[config.mk]
export PLATFORM = sky130hd
export DESIGN_NAME = sram_cache_ctrl
export DESIGN_NICKNAME = d
export VERILOG_FILES = /design/src/rtl/sram_cache_ctrl_pkg.sv /design/src/rtl/sram_cache_ctrl_wl_decoder.sv /design/src/rtl/sram_cache_ctrl.sv
export SDC_FILE = /design/constraint.sdc
export NUM_CORES = 1
export LEC_CHECK = 0
export BUFFER_PORTS_ARGS = -buffer_cell sky130_fd_sc_hd__buf_2
export CORE_MARGIN = 2
export CORE_UTILIZATION = 46
export CTS_BUF_LIST = sky130_fd_sc_hd__clkbuf_8
export DETAILED_ROUTE_END_ITERATION = 8
export PLACE_DENSITY = 0.83
export SYNTH_ARGS = -nofsm -noshare
export SYNTH_HDL_FRONTEND = slang
export SYNTH_SLANG_ARGS = --single-unit
[constraint.sdc]
create_clock -name clk -period 2 [get_ports clk]
set_clock_uncertainty 0.2 [all_clocks]
set_input_delay 0.1 -clock clk [delete_from_list [all_inputs] [get_ports clk]]
set_output_delay 0.1 -clock clk [all_outputs]
set_load 0.01 [all_outputs]
[src/rtl/sram_cache_ctrl_pkg.sv]
// Shared constants and types for the direct-mapped write-through cache controller
// and its wordline decoder.
package cache_pkg;

  localparam int IDX_W  = 4;
  localparam int TAG_W  = 4;
  localparam int DATA_W = 8;
  localparam int ADDR_W = TAG_W + IDX_W;
  localparam int LINES  = 2 ** IDX_W;

  typedef enum logic [2:0] {
    IDLE,
    LOOKUP,
    MEM_RD,
    FILL,
    UPDATE,
    MEM_WR
  } ctrl_state_t;

  typedef struct packed {
    logic [TAG_W-1:0] tag;
    logic [IDX_W-1:0] idx;
  } addr_t;

endpackage

[src/rtl/sram_cache_ctrl_wl_decoder.sv]
// Combinational index to one-hot SRAM wordline decoder.
module wl_decoder
  import cache_pkg::*;
(
  input  logic [IDX_W-1:0] idx,
  output logic [LINES-1:0] wl
);

  always_comb begin
    wl      = '0;
    wl[idx] = 1'b1;
  end

endmodule

[src/rtl/sram_cache_ctrl.sv]
// Direct-mapped write-through cache controller driving a 16-line tag/data SRAM.
// Optional hit/miss counters are enabled with `define SRAM_CACHE_STATS_EN.
module sram_cache_ctrl
  import cache_pkg::*;
(
  input  logic              clk,
  input  logic              rst_n,
  input  logic              cpu_req,
  input  logic              cpu_we,
  input  logic [ADDR_W-1:0] cpu_addr,
  input  logic [DATA_W-1:0] cpu_wdata,
  output logic              cpu_ready,
  output logic              cpu_done,
  output logic              cpu_hit,
  output logic [DATA_W-1:0] cpu_rdata,
  output logic              sram_we,
  output logic [LINES-1:0]  sram_wl,
  output logic [TAG_W-1:0]  sram_tag_in,
  output logic [DATA_W-1:0] sram_data_in,
  input  logic [TAG_W-1:0]  sram_tag_out,
  input  logic [DATA_W-1:0] sram_data_out,
  output logic              mem_req,
  output logic              mem_we,
  output logic [ADDR_W-1:0] mem_addr,
  output logic [DATA_W-1:0] mem_wdata,
  input  logic              mem_ack,
  input  logic [DATA_W-1:0] mem_rdata
`ifdef SRAM_CACHE_STATS_EN
  ,
  output logic [15:0]       hit_count,
  output logic [15:0]       miss_count
`endif
);

  ctrl_state_t       state_q, state_d;
  addr_t             addr_q, addr_d;
  logic              we_q, we_d;
  logic [DATA_W-1:0] wdata_q, wdata_d;
  logic [DATA_W-1:0] fill_q, fill_d;
  logic              hit_q, hit_d;
  logic [LINES-1:0]  valid_q, valid_d;
  logic              done_q, done_d;
  logic              cpu_hit_q, cpu_hit_d;
  logic [DATA_W-1:0] rdata_q, rdata_d;
  logic              lookup_hit;

  assign lookup_hit = valid_q[addr_q.idx] && (sram_tag_out == addr_q.tag);

  always_comb begin
    state_d   = state_q;
    addr_d    = addr_q;
    we_d      = we_q;
    wdata_d   = wdata_q;
    fill_d    = fill_q;
    hit_d     = hit_q;
    valid_d   = valid_q;
    done_d    = 1'b0;
    cpu_hit_d = cpu_hit_q;
    rdata_d   = rdata_q;
    case (state_q)
      IDLE: begin
        if (cpu_req) begin
          addr_d  = addr_t'(cpu_addr);
          we_d    = cpu_we;
          wdata_d = cpu_wdata;
          state_d = LOOKUP;
        end
      end
      LOOKUP: begin
        if (we_q) begin
          hit_d   = lookup_hit;
          state_d = UPDATE;
        end else if (lookup_hit) begin
          rdata_d   = sram_data_out;
          cpu_hit_d = 1'b1;
          done_d    = 1'b1;
          state_d   = IDLE;
        end else begin
          state_d = MEM_RD;
        end
      end
      MEM_RD: begin
        if (mem_ack) begin
          fill_d  = mem_rdata;
          state_d = FILL;
        end
      end
      FILL: begin
        valid_d[addr_q.idx] = 1'b1;
        rdata_d             = fill_q;
        cpu_hit_d           = 1'b0;
        done_d              = 1'b1;
        state_d             = IDLE;
      end
      UPDATE: begin
        // Write-allocate: the line is (re)claimed before the memory write.
        valid_d[addr_q.idx] = 1'b1;
        state_d             = MEM_WR;
      end
      MEM_WR: begin
        if (mem_ack) begin
          cpu_hit_d = hit_q;
          done_d    = 1'b1;
          state_d   = IDLE;
        end
      end
      default: state_d = IDLE;
    endcase
  end

  always_ff @(posedge clk or negedge rst_n) begin
    if (!rst_n) begin
      state_q   <= IDLE;
      addr_q    <= '0;
      we_q      <= 1'b0;
      wdata_q   <= '0;
      fill_q    <= '0;
      hit_q     <= 1'b0;
      valid_q   <= '0;
      done_q    <= 1'b0;
      cpu_hit_q <= 1'b0;
      rdata_q   <= '0;
    end else begin
      state_q   <= state_d;
      addr_q    <= addr_d;
      we_q      <= we_d;
      wdata_q   <= wdata_d;
      fill_q    <= fill_d;
      hit_q     <= hit_d;
      valid_q   <= valid_d;
      done_q    <= done_d;
      cpu_hit_q <= cpu_hit_d;
      rdata_q   <= rdata_d;
    end
  end

  wl_decoder u_wl_decoder (
    .idx (addr_q.idx),
    .wl  (sram_wl)
  );

  // Memory-side outputs come straight from state so reset drops mem_req at once.
  assign cpu_ready    = (state_q == IDLE);
  assign cpu_done     = done_q;
  assign cpu_hit      = cpu_hit_q;
  assign cpu_rdata    = rdata_q;
  assign sram_we      = (state_q == FILL) || (state_q == UPDATE);
  assign sram_tag_in  = addr_q.tag;
  assign sram_data_in = (state_q == FILL) ? fill_q : wdata_q;
  assign mem_req      = (state_q == MEM_RD) || (state_q == MEM_WR);
  assign mem_we       = (state_q == MEM_WR);
  assign mem_addr     = addr_q;
  assign mem_wdata    = wdata_q;

`ifdef SRAM_CACHE_STATS_EN
  logic [15:0] hit_cnt_q, hit_cnt_d;
  logic [15:0] miss_cnt_q, miss_cnt_d;

  function automatic logic [15:0] sat_inc(input logic [15:0] v);
    return (v == 16'hFFFF) ? v : v + 16'd1;
  endfunction

  always_comb begin
    hit_cnt_d  = hit_cnt_q;
    miss_cnt_d = miss_cnt_q;
    if (done_d) begin
      if (cpu_hit_d) hit_cnt_d  = sat_inc(hit_cnt_q);
      else           miss_cnt_d = sat_inc(miss_cnt_q);
    end
  end

  always_ff @(posedge clk or negedge rst_n) begin
    if (!rst_n) begin
      hit_cnt_q  <= '0;
      miss_cnt_q <= '0;
    end else begin
      hit_cnt_q  <= hit_cnt_d;
      miss_cnt_q <= miss_cnt_d;
    end
  end

  assign hit_count  = hit_cnt_q;
  assign miss_count = miss_cnt_q;
`endif

endmodule
**Word level (Yosys, flattened, before mapping)**

Index checks and enable logic that the tools add are counted.

- Order comparisons: 2
- Equal/unequal tests: 11
- Mux-type cells: 22
- Bitwise operators: 1
- Reduce and logical (&&, ||, !) cells: 14

Operators with widths:

| operator | number |
|---|---|
| $mux W8 | 3 |
| $or A16 B16 Y16 | 1 |
| $pmux W8 S2 | 1 |
| $pmux W3 S5 | 1 |
| $mux W3 | 4 |
| $mux W1 | 8 |
| $ne A2 B2 Y1 const B | 4 |
| $eq A3 B2 Y1 const B | 2 |
| $eq A3 B3 Y1 const B | 2 |
| $pmux W1 S3 | 2 |
| $reduce_and A2 Y1 | 3 |
| $reduce_and A3 Y1 | 2 |
| $lt A4 B5 Y1 const B | 1 |
| $bmux W1 S4 | 1 |
| $demux W1 S4 | 1 |
| $eq A4 B4 Y1 | 1 |
| $ge A4 B1 Y1 const B | 1 |
| $reduce_and A4 Y1 | 1 |
| $eq A3 B1 Y1 const B | 1 |
| $logic_not A3 Y1 | 1 |
| $reduce_bool A3 Y1 | 1 |
| $logic_and A1 B1 Y1 | 2 |
| $logic_or A1 B1 Y1 | 2 |
| $mux W2 | 1 |
| other kinds (3) | 3 |

- Register bits after elaboration: 55
- Bits of input ports: 41
- Output and inout bits: 58

**Logic depth before layout (Yosys ltp)**

Gate-level depths: netlist (run 1).

- Depth in word-level cells: 6
- Depth in mapped cells: 7
- Mapped depth without buffers: 5

**Modules after synthesis**

From an unflattened synthesis (run 1), not the netlist that was laid out.

- Cells, all modules: 257
- Area total of the unflattened synthesis: 2847.7 µm²

Modules (own cells, without submodules):

| module | instances | cells each | area each (µm²) | seq. area each (µm²) |
|---|---|---|---|---|
| sram_cache_ctrl | 1 | 237 | 2621.3 | 1376.3 |
| wl_decoder | 1 | 20 | 226.5 | 0.0 |

**Least setup slack after synthesis (run 1)**

No wires, ideal clock.

- Path kind: reg-to-reg
- Start point: reg state_q[0]
- End point: reg addr_q (netlist bit mem_addr[0])
- Setup time: 0.125 ns
- Data arrival time: 2.043 ns
- Path slack: -0.368 ns
- Stages on the path, launching flop included: 7
- Cells stage by stage: dfrtp_1 > clkbuf_1 > nor3_1 > and2_1 > clkbuf_1 > buf_1 > mux2_2

- Cells in the longest elaborated chain, start to end: 2

RTL lines:

| item | RTL line | text |
|---|---|---|
| start: declaration | sram_cache_ctrl.sv:35 | `ctrl_state_t state_q, state_d;` |
| start signal: assignment | sram_cache_ctrl.sv:124 | `state_q <= state_d;` |
| $logic_not A3 Y1 | - |  |
| via cpu_ready | sram_cache_ctrl.sv:12 | `output logic cpu_ready,` |
| $reduce_and A2 Y1 (no source line) | - |  |
| end signal: assignment | sram_cache_ctrl.sv:125 | `addr_q <= addr_d;` |
| end: declaration | sram_cache_ctrl.sv:36 | `addr_t addr_q, addr_d;` |

The timed path passes the listed nets, and every way through them passes these cells.
A chain may end at the register's enable or synchronous reset.

**Worst setup path after layout (run 1)**

- Start point: reg addr_q (netlist bit mem_addr[1])
- End point: reg rdata_q[2] (netlist: cpu_rdata[2])

- Cells in the longest elaborated chain, start to end: 5

RTL lines:

| item | RTL line | text |
|---|---|---|
| $bmux W1 S4 | sram_cache_ctrl.sv:47 | `assign lookup_hit = valid_q[addr_q.idx] && (sram_tag_out == addr_q.tag);` |
| $mux W1 (implied by the code) | sram_cache_ctrl.sv:47 |  |
| $logic_and A1 B1 Y1 | sram_cache_ctrl.sv:47 |  |
| $ne A2 B2 Y1 (no source line) | - |  |
| $reduce_and A3 Y1 (no source line) | - |  |
| end signal: assignment | sram_cache_ctrl.sv:133 | `rdata_q <= rdata_d;` |
| end: declaration | sram_cache_ctrl.sv:44 | `logic [DATA_W-1:0] rdata_q, rdata_d;` |

No other way between the ends. The select of a mux whose other input is x is not followed.

==> impl_results.md, run 1 <==
- Routed wire length: 7960 um
- Core Util, Final: 69.4%
- Max-Cap Viols: 0
- Starting DRT DRC Count: 147
- Part of the cycle the worst path needs: 114%
- Worst EP required: 1990 ps
- Vias in the first global route: 2533
- Post-Synth Simple-Gate Area: 12.0%
- Max_slew headroom: 65.9%
- Die ar.: 6610 um2
- Register Area: 1380 um2
- Fin worst setup slack: -279 ps
- CTS tree: yes
- Clk_lat worst skew: 310 ps
- Yosys cell types: 40
- Maximum VDD drop: 0.000864 V
- Period minus WS final: 2280 ps
- Core Rows: 28
- N_diodes: 0
- IO Pins: 99
- Synth Flop Type: dfrtp_1
- Yosys warns: 0
- Fmax: 0.439 GHz
- Fin nets: 445
- Initial antenna violation count: 0
- CP Launch Type: flop
- Post-synthesis mux area share: 15.7%
- Largest family of logic cells by synthesized area: compound AO/OA/AOI/OAI gates
- Final hold vios: 0
- EDFF count, synth: 0
- Final Max Tran Viols: 0
- Crit path capture type: flop
- Cts bufs inserted: 5
- Starting Density: 47.0%
- Hold Crit Class: in2async
- Tot GR Track Use: 24.9%
- Placed cells: 434
- Xor-xnor portion of the synthesized cell area: 1.28%
- Flops & latches, synth: 55
- Grt ovf: 0
- Net Count, Synth: 290
- Met3 Use GR: 4.89%
- Final GP Congestion: 0.826
- Routed Antenna Nets: 0
- Layout cells sized above 1: 46.9%
- Htree depth: 2
- CTS root buf: clkbuf_8
- Global-route wire length before repair: 12400 um
- Final setup fails: 12
- Met1 Track Usage GR: 31.6%
- Crit path kind: reg2reg
- CTS max path bufs: 2
- Multi-input logic area: 1290 um2
- Final cell count without fillers: 480
- Avg Inst Size Synth: 11.0 um2
- Post-Place Worst Slack: -235 ps
- Worst Max-Slew Pin Slew: 511 ps
- Crit-path max FO: 10
- Fill count: 383
- Post-synthesis adder-cell area fraction: 0%
- Routing usage on met2: 42.5%
- Post-synth ARST share: 100%
- Dpl hpwl: 5010 um
- Busiest grt layer: met2
- Port Buffer Count: 98
- Area grow syn2layout: 47.7%
- Reg clk slew, reported paths: 100 ps
- CORE AREA: 5850 um2
- DR WL/cell: 16.6 um
- Total number of vias: 2522
- Chip height: 81.3 um
- Final routed DRC violation total: 0
- Syn Inst Count: 249
- Unrepaired setup endpoints after global routing: true
- Leakage: 1.95 nW
- Worst Path Arrival: 2270 ps
- Violated checks: negative setup slack
- Sequential share of the synthesized area: 50.1%
- Compound-Gate Fraction of Synth Area: 15.8%
- Power Dens Cells: 1510 nW/um2
- Pwr Total: 6.11 mW
- Vias per Instance: 5.25
- First drt pass iteration count: 4
- Die W: 81.3 um
- Largest net degree at the start of global routing: 37
- Cell Area, Synth: 2750 um2
- Status: complete, but fails checks
- TritonCTS Sinks: 55
## synthesized netlist by cell type, types with 2 or more instances
cell type	count	area, um2
and2b_1	2	15.0
nand4_1	2	12.5
a21oi_1	3	15.0
o22ai_1	9	56.3
mux2_2	36	405
nor3_1	6	30.0
nor2b_1	2	12.5
nand2_1	11	41.3
o21ai_0	2	10.0
and2_1	2	12.5
o21bai_1	18	135
buf_4	4	30.0
dfrtp_1	55	1380
clkbuf_1	14	52.6
a211oi_1	16	120
nor2_1	19	71.3
or4_1	2	15.0
nand2b_1	11	68.8
inv_1	11	41.3
xnor2_1	4	35.0
## cell families (layout without fill, tap and decap cells)
family,count (synthesis),count (layout)
multiplexers,38,38
AO/OA/AOI/OAI,57,57
XOR/XNOR,4,4
AND/OR/NAND/NOR,64,64
buffers and inverters,31,187
flip-flops,55,55
## power breakdown
group          switching [mW]  internal [mW]
Combinational            1.66           1.74
Clock                   0.345          0.312
Sequential              0.422           1.62
## stage by stage
| stage | area (um2) | hold WS (ps) | TNS (ps) |
|---|---|---|---|
| 3_5_place_dp | 3530 | -113 | -2290 |
| 4_1_cts | 4020 | 90.5 | -2440 |
| 6_report | 4060 | 82.8 | -2810 |
| 3_3_place_gp | 3530 | -122 | -1480 |
| 5_1_grt | 4060 | 106 | -3510 |
| 2_1_floorplan | 2770 | -396 | -1920 |
## layout make-up
class | count | area share [%]
clock buffer | 7 | 2.37
clock inverter | 1 | 0.0925
inverter | 11 | 1.02
multi-input combinational | 163 | 31.8
sequential | 55 | 34.0
tap | 75 | 2.31
timing repair buffer | 168 | 28.5
## critical path: stages (launching register included)
cell and delay, ps:
dfrtp_2 460, buf_4 160, mux2_4 200, o22ai_2 70, or4_4 550, a211oi_4 300
buf_12 160, a211oi_1 80
## state kept, by name (all words and copies together), names as in the netlist
signal,flops
mem_addr,4
cpu_rdata,8
cpu_done,1
sram_tag_in,4
valid_q,16
hit_q,1
cpu_hit,1
we_q,1
state_q,3
mem_wdata,8
fill_q,8
## path summary, 6_finish.rpt
path,from,to,slack [ps],cells after the start
worst max-delay path,mem_addr[1],cpu_rdata[2],-280,7
worst min-delay path,rst_n,fill_q[6],80,2
worst max register to register,mem_addr[1],cpu_rdata[2],-280,7
worst min register to register,valid_q[14],valid_q[14],280,1
max in group asynchronous,rst_n,mem_addr[1],940,3
min in group clk,valid_q[14],valid_q[14],280,1
## per-layer routing
metal | vias to the layer above | wire length, um
li1 | 1192 | -
met1 | 1210 | 3200
met2 | 101 | 4220
met3 | 19 | 384
met4 | 0 | 159
met5 | - | 0
## what timing repair did
item | 4_1_cts | 5_1_grt
gates resized for setup | 3 | 10
hold buffers | 36 | 0
endpoints found under the hold margin | 90 | 0
pin swaps | 1 | 7
setup endpoints to repair | 22 | 24
setup buffers | 2 | 1
## placed cells by master (no fill, tap or decap), types with 2 or more instances in the layout
cell / count
o21ai_0: 2
and2b_1: 2
nor3_1: 5
mux2_2: 35
nand2_1: 10
xnor2_1: 4
nor2_1: 19
buf_4: 28
a21oi_1: 3
clkbuf_8: 7
o21bai_1: 17
dlygate4sd3_1: 36
buf_6: 3
or4_4: 2
and2_1: 2
mux2_4: 2
nand4_1: 2
buf_12: 3
o22ai_1: 9
a211oi_1: 15
inv_1: 12
nand2b_1: 10
buf_2: 98
dfrtp_1: 54
(Power assumes the default switching activity.)
==> inputs of run 2 (changes only) <==
--- a/config.mk
+++ b/config.mk
@@ -7,10 +7,10 @@
 export LEC_CHECK = 0
 export BUFFER_PORTS_ARGS = -buffer_cell sky130_fd_sc_hd__buf_2
 export CORE_MARGIN = 2
-export CORE_UTILIZATION = 46
+export CORE_UTILIZATION = 50
 export CTS_BUF_LIST = sky130_fd_sc_hd__clkbuf_8
 export DETAILED_ROUTE_END_ITERATION = 8
-export PLACE_DENSITY = 0.83
+export PLACE_DENSITY = 0.85
 export SYNTH_ARGS = -nofsm -noshare
 export SYNTH_HDL_FRONTEND = slang
 export SYNTH_SLANG_ARGS = --single-unit
==> constraint.sdc (replaced) <==
create_clock -name clk -period 2.1 [get_ports clk]
set_clock_uncertainty 0.2 [all_clocks]
set_input_delay 0.105 -clock clk [delete_from_list [all_inputs] [get_ports clk]]
set_output_delay 0.105 -clock clk [all_outputs]
set_load 0.01 [all_outputs]
==> run 2 against run 1 <==
Against the previous run: setup slack gained 43 ps; critical path type unchanged; register-to-register slack improved by 40 ps; sequential share of layout area is 0.21 points higher; combinational power decreased by 6%; total power decreased by 2.0%; count of clock-buffer cells in the layout is 1 lower; via count is 6.4% higher; critical path depth stayed put; critical endpoint is now cpu_rdata[4]; fmax shrank 2.4%; highest routed layer unchanged; the run still ends with negative setup slack left; utilization grew 8.1 points; die area down 7.6%.
==> impl_results.md, run 2 (same netlist as run 1, synthesis figures left out) <==
- Commonest non-fill, non-tap cell in the layout: buf_2
- IO Pins: 99
- Net switching power: 2.43 mW
- Crit-path max FO: 10
- CP startpoint: mem_addr[1]
- Reg clk slew, reported paths: 100 ps
- Dpl hpwl: 5030 um
- Dpl cell area: 3500 um2
- Reg power frac: 33.4%
- Part of the cycle the worst path needs: 111%
- Unrepaired setup endpoints after global routing: true
- Max-Cap Viols: 0
- Die ar.: 6100 um2
- Fmax: 0.428 GHz
- Crit-path cells: buf_6 > and2b_1 > nor4_1 > or4_4 > a211oi_4 > buf_12 > a211oi_1
- Clk_lat worst skew: 320 ps
- Final Max Tran Viols: 0
- TritonCTS Sinks: 55
- Largest Register: valid_q
- Routed wire length: 8750 um
- Combinational power share: 53.8%
- N_diodes: 0
- Largest net degree at the start of global routing: 31
- Layout cells sized above 1: 46.4%
- Period minus WS final: 2340 ps
- First drt pass iteration count: 5
- Worst EP required: 2100 ps
- Worst r2r src: mem_addr[1]
- CORE AREA: 5200 um2
- Cts bufs inserted: 5
- Die W: 78.1 um
- Worst Max-Slew Pin Slew: 617 ps
- Area grow syn2layout: 46.8%
- Worst path max stage delay: 550 ps
- Total number of vias: 2683
- CTS tree: yes
- Max_slew headroom: 58.9%
- R2R cell count: 7
- Final routed DRC violation total: 0
- Design Area, Final: 4030 um2
- Crit path kind: reg2reg
- Initial antenna violation count: 0
- Hold Crit Class: in2async
- Clock Power Share: 12.8%
- Power Internal: 3.56 mW
- CP Launch Type: flop
- Vias per Instance: 5.72
- R2R setup slack: -240 ps
- CP max stage cell: or4_4
- Final setup fails: 11
- Global-route wire length before repair: 14200 um
- Final GP Congestion: 0.807
- Fin nets: 439
- CTS root buf: clkbuf_8
- Fin worst setup slack: -236 ps
- Leakage: 1.93 nW
- R2R Path End: cpu_rdata[4]
- Port Buffer Count: 98
- Most frequent cells in the layout: buf_2, dfrtp_1, dlygate4sd3_1
- Maximum VDD drop: 0.00111 V
- Core Rows: 26
- Final hold vios: 0
- Post-CTS setup buffer count: 0
- Pwr Total: 5.99 mW
- Routed Antenna Nets: 0
- DR WL/cell: 18.7 um
- Tot GR Track Use: 29.9%
- Chip height: 78.1 um
- Worst Path Arrival: 2340 ps
- CTS max path bufs: 2
- Starting DRT DRC Count: 271
- Core Util, Final: 77.5%
- Switching part of the total: 40.5%
- Largest register FFs: 16
- Crit path capture type: flop
- Htree depth: 2
- Grt ovf: 0
- Power Dens Cells: 1490 nW/um2
- Starting Density: 52.8%
- Vias in the first global route: 2812
- Status: complete, but fails checks
- Violated checks: negative setup slack
## run 2: per-layer routing
metal  vias up  global-route usage (%)  routed length (um)
met5         -                       0                   0
met4         0                    14.2                 276
met3        35                    7.01                 556
li1       1179                       -                   -
met2       163                    49.4                4470
met1      1306                    37.3                3450
## run 2: worst max path at each step
stage / to / slack, ps
2_1_floorplan: cpu_rdata[0] / -100
3_3_place_gp: cpu_hit / -90
3_5_place_dp: cpu_rdata[4] / -130
4_1_cts: cpu_hit / -120
5_1_grt: cpu_rdata[4] / -270
6_report: cpu_rdata[4] / -240
## run 2: cell type report
cell class                 instances  area (um2)
multi-input combinational        163        1280
timing repair buffer             162        1120
clock buffer                       6        82.6
fill                             312        1170
inverter                          11        41.3
tap                               70        87.6
sequential                        55        1380
clock inverter                     2        38.8
## run 2: metrics by stage
step / TNS [ps] / hold slack, ps / std cells / setup slack (ps)
finish: -2040 / 115 / 469 / -236
global route: -3010 / 158 / 469 / -268
CTS: -1070 / 132 / 469 / -118
detailed placement: -1160 / -56.2 / 425 / -129
global placement: -816 / -66.8 / 425 / -91.7
floorplan: -917 / -391 / 249 / -98.7
## run 2: timing repair
action	CTS	global route
endpoints found under the setup margin	18	23
pin swaps	2	0
resized for setup	4	7
endpoints found under the hold margin	60	0
hold buffers	36	0
## run 2: worst max-delay path, delay by kind of cell (launching register included)
kind                   cells  cell delay [ps]
AND/OR/NAND/NOR            3              840
flip-flops                 1              470
AO/OA/AOI/OAI              2              390
buffers and inverters      2              310
## run 2: power by group through the flow
stage / clock network [mW] / logic (mW) / registers [mW]
2_1_floorplan: 0 / 1.80 / 1.94
3_3_place_gp: 0 / 2.84 / 1.94
3_5_place_dp: 0 / 2.94 / 1.96
4_1_cts: 0.759 / 3.05 / 1.95
5_1_grt: 0.802 / 3.47 / 2.06
6_report: 0.766 / 3.22 / 2.00
==> inputs of run 3 (changes only) <==
--- a/config.mk
+++ b/config.mk
@@ -6,6 +6,7 @@
 export NUM_CORES = 1
 export LEC_CHECK = 0
 export BUFFER_PORTS_ARGS = -buffer_cell sky130_fd_sc_hd__buf_2
+export CAP_MARGIN = 0
 export CORE_MARGIN = 2
 export CORE_UTILIZATION = 50
 export CTS_BUF_LIST = sky130_fd_sc_hd__clkbuf_8
@@ -13,4 +14,5 @@
 export PLACE_DENSITY = 0.85
 export SYNTH_ARGS = -nofsm -noshare
 export SYNTH_HDL_FRONTEND = slang
+export SYNTH_HIERARCHICAL = 1
 export SYNTH_SLANG_ARGS = --single-unit
==> run 3 against run 2 <==
Against the previous run: the flow still finishes with violations (negative setup slack); global-route usage down 2.8 points; via count decreased by 0.15%; register-to-register slack improved by 200 ps; total power fell by 4.7%; critical path depth is 1 higher; critical path type unchanged; largest power group unchanged; highest routed layer unchanged.
==> impl_results.md, run 3 <==
- Status: complete, but fails checks
- Violated checks: negative setup slack
- Vias in the first global route: 2602
- Met3 Use GR: 4.41%
- Most common cell in the synthesized netlist: dfrtp_1
- Post-synth ARST share: 100%
- TNS Setup: -35.4 ps
- Port Buffer Count: 98
- Most frequent cells in the layout: buf_2, dfrtp_1, nand2_1
- CORE AREA: 5510 um2
- Fill count: 367
- Die ar.: 6320 um2
- Ranking of synthesized cells by area: dfrtp_1, mux2_2, nand2_1
- Synth top area share: 48.3%
- Starting DRT DRC Count: 242
- Flops & latches, synth: 55
- Initial antenna violation count: 0
- Clock Power Share: 12.0%
- Period minus WS final: 2140 ps
- CTS tree: yes
- Reg clk slew, reported paths: 100 ps
- Crit path kind: reg2reg
- Tot GR Track Use: 27.2%
- Yosys warns: 6
- Area leader, netlist: dfrtp_1
- Core Rows: 27
- Hold Crit Class: in2reg
- TritonCTS Sinks: 55
- Power Dens Cells: 1440 nW/um2
- Largest Register: valid_q
- CTS root buf: clkbuf_8
- Pwr Total: 5.71 mW
- Post-Place Worst Slack: 6.10 ps
- EDFF count, synth: 0
- First drt pass iteration count: 5
- Crit-path max FO: 10
- Chip height: 79.5 um
- Commonest non-fill, non-tap cell in the layout: buf_2
- Htree depth: 2
- Routed wire length: 8360 um
- Final cell count without fillers: 471
- Placed cells: 422
- CTS max path bufs: 2
- N_diodes: 0
- Part of the cycle the worst path needs: 102%
- Syn Inst Count: 257
- Routed Antenna Nets: 0
- Commonest cells in the synthesized netlist: dfrtp_1, nand2_1, mux2_2, o21bai_1, buf_4
- Fmax: 0.468 GHz
- Largest net degree at the start of global routing: 27
- Worst Path Arrival: 2140 ps
- Leakage: 1.92 nW
- Cts bufs inserted: 5
- Max_slew headroom: 59.8%
- Unrepaired setup endpoints after global routing: true
- Total number of vias: 2679
- Starting Density: 51.7%
- Grt ovf: 0
- Final hold vios: 0
- Largest register FFs: 16
- Routing usage on met2: 47.0%
- Reg power frac: 35.8%
- Worst EP required: 2110 ps
- Switching part of the total: 40.9%
- Area grow syn2layout: 39.5%
- Dpl hpwl: 5240 um
- Fin worst setup slack: -35.4 ps
- Die W: 79.5 um
- Power Internal: 3.37 mW
- Worst Max-Slew Pin Slew: 604 ps
- Vias per Instance: 5.69
- Final setup fails: 1
- Clk_lat worst skew: 300 ps
- CP Launch Type: flop
- Layout cells sized above 1: 46.1%
- Combinational power share: 52.2%
- Synth Flop Type: dfrtp_1
- Final routed DRC violation total: 0
- Final Max Tran Viols: 0
- Crit path capture type: flop
- Sequential share of the synthesized area: 48.3%
- Busiest grt layer: met2
- Yosys cell types: 47
- Met1 Track Usage GR: 34.5%
- Maximum VDD drop: 0.000930 V
- DR WL/cell: 17.7 um
- Global-route wire length before repair: 13200 um
- Net Count, Synth: 298
- Cell Area, Synth: 2850 um2
- Fin nets: 440
- Final GP Congestion: 0.909
- IO Pins: 99
- Net switching power: 2.33 mW
- Max-Cap Viols: 0
- Avg Inst Size Synth: 11.1 um2
run 3: cell count changes after synthesis, moves of 5 or more:
| cell | before | now |
|---|---|---|
| clkbuf_1 | 14 | 7 |
| o22ai_1 | 9 | 1 |
| mux2_2 | 36 | 25 |
| o2111ai_1 | 0 | 8 |
| nor3_1 | 6 | 1 |
| nor2_1 | 19 | 6 |
| o21bai_1 | 18 | 13 |
| inv_1 | 11 | 5 |
| o211ai_1 | 0 | 8 |
| nand2b_1 | 11 | 3 |
| buf_4 | 4 | 9 |
| a211oi_1 | 16 | 1 |
| nand2_1 | 11 | 46 |
run 3: cell families after synthesis:
group	synth area share, %
flip-flops	48.3
buffers and inverters	5.80
AND/OR/NAND/NOR	18.8
AO/OA/AOI/OAI	14.4
XOR/XNOR	1.23
multiplexers	11.5
run 3: critical path, cell delays in order, from the launching register on:
cell and delay (ps):
dfrtp_2 440, buf_4 150, nor2b_1 140, a2111oi_2 70, buf_4 160, nor4_4 310, buf_4 230, o2111ai_2 150
o211ai_1 190
run 3: metrics by stage:
stage	instance area, um2	util, %	hold WS (ps)
4_1_cts	3900	70.8	12.7
3_3_place_gp	3420	62.2	-64.1
2_1_floorplan	2850	-	-391
5_1_grt	3970	72.1	54.8
6_report	3970	72.1	2.55
3_5_place_dp	3420	62.2	-61.4
run 3: power groups by stage:
stage	clock network [mW]	logic [mW]	registers [mW]
CTS	0.685	2.78	2.01
detailed placement	0	2.66	2.04
finish	0.684	2.98	2.04
global placement	0	2.59	2.01
floorplan	0	1.79	2.01
global route	0.734	3.22	2.10
run 3: repair_timing:
item                                   4_1_cts  5_1_grt
buffers inserted                             3        4
endpoints found under the hold margin       60        0
setup endpoints to repair                    1       19
hold buffers                                35        0
resized for setup                            0       11
pin swaps                                    0        3
run 3: metal layers:
layer  vias up  wire (um)
met4         0        167
met2       160       4240
li1       1211          -
met1      1288       3380
met5         -          0
met3        20        576
run 3: final cells by class:
class,instances,area [um2],share of cell area [%]
clock buffers,5,68.8,1.73
clock inverters,2,33.8,0.850
inverters,5,18.8,0.472
multi-input cells,174,1360,34.1
flip-flops and latches,55,1380,34.7
well taps,72,90.1,2.27
repair buffers,158,1030,25.8
run 3: worst paths after layout:
check,start,to,slack [ps],cells after the start
worst min-delay path,cpu_req,state_q[0],3,5
max in group asynchronous,rst_n,mem_addr[0],850,3
worst max register to register,mem_addr[1],cpu_rdata[5],-40,8
worst max-delay path,mem_addr[1],cpu_rdata[5],-40,8
worst min register to register,valid_q[15],valid_q[15],280,1
min in group asynchronous,rst_n,fill_q[5],170,2
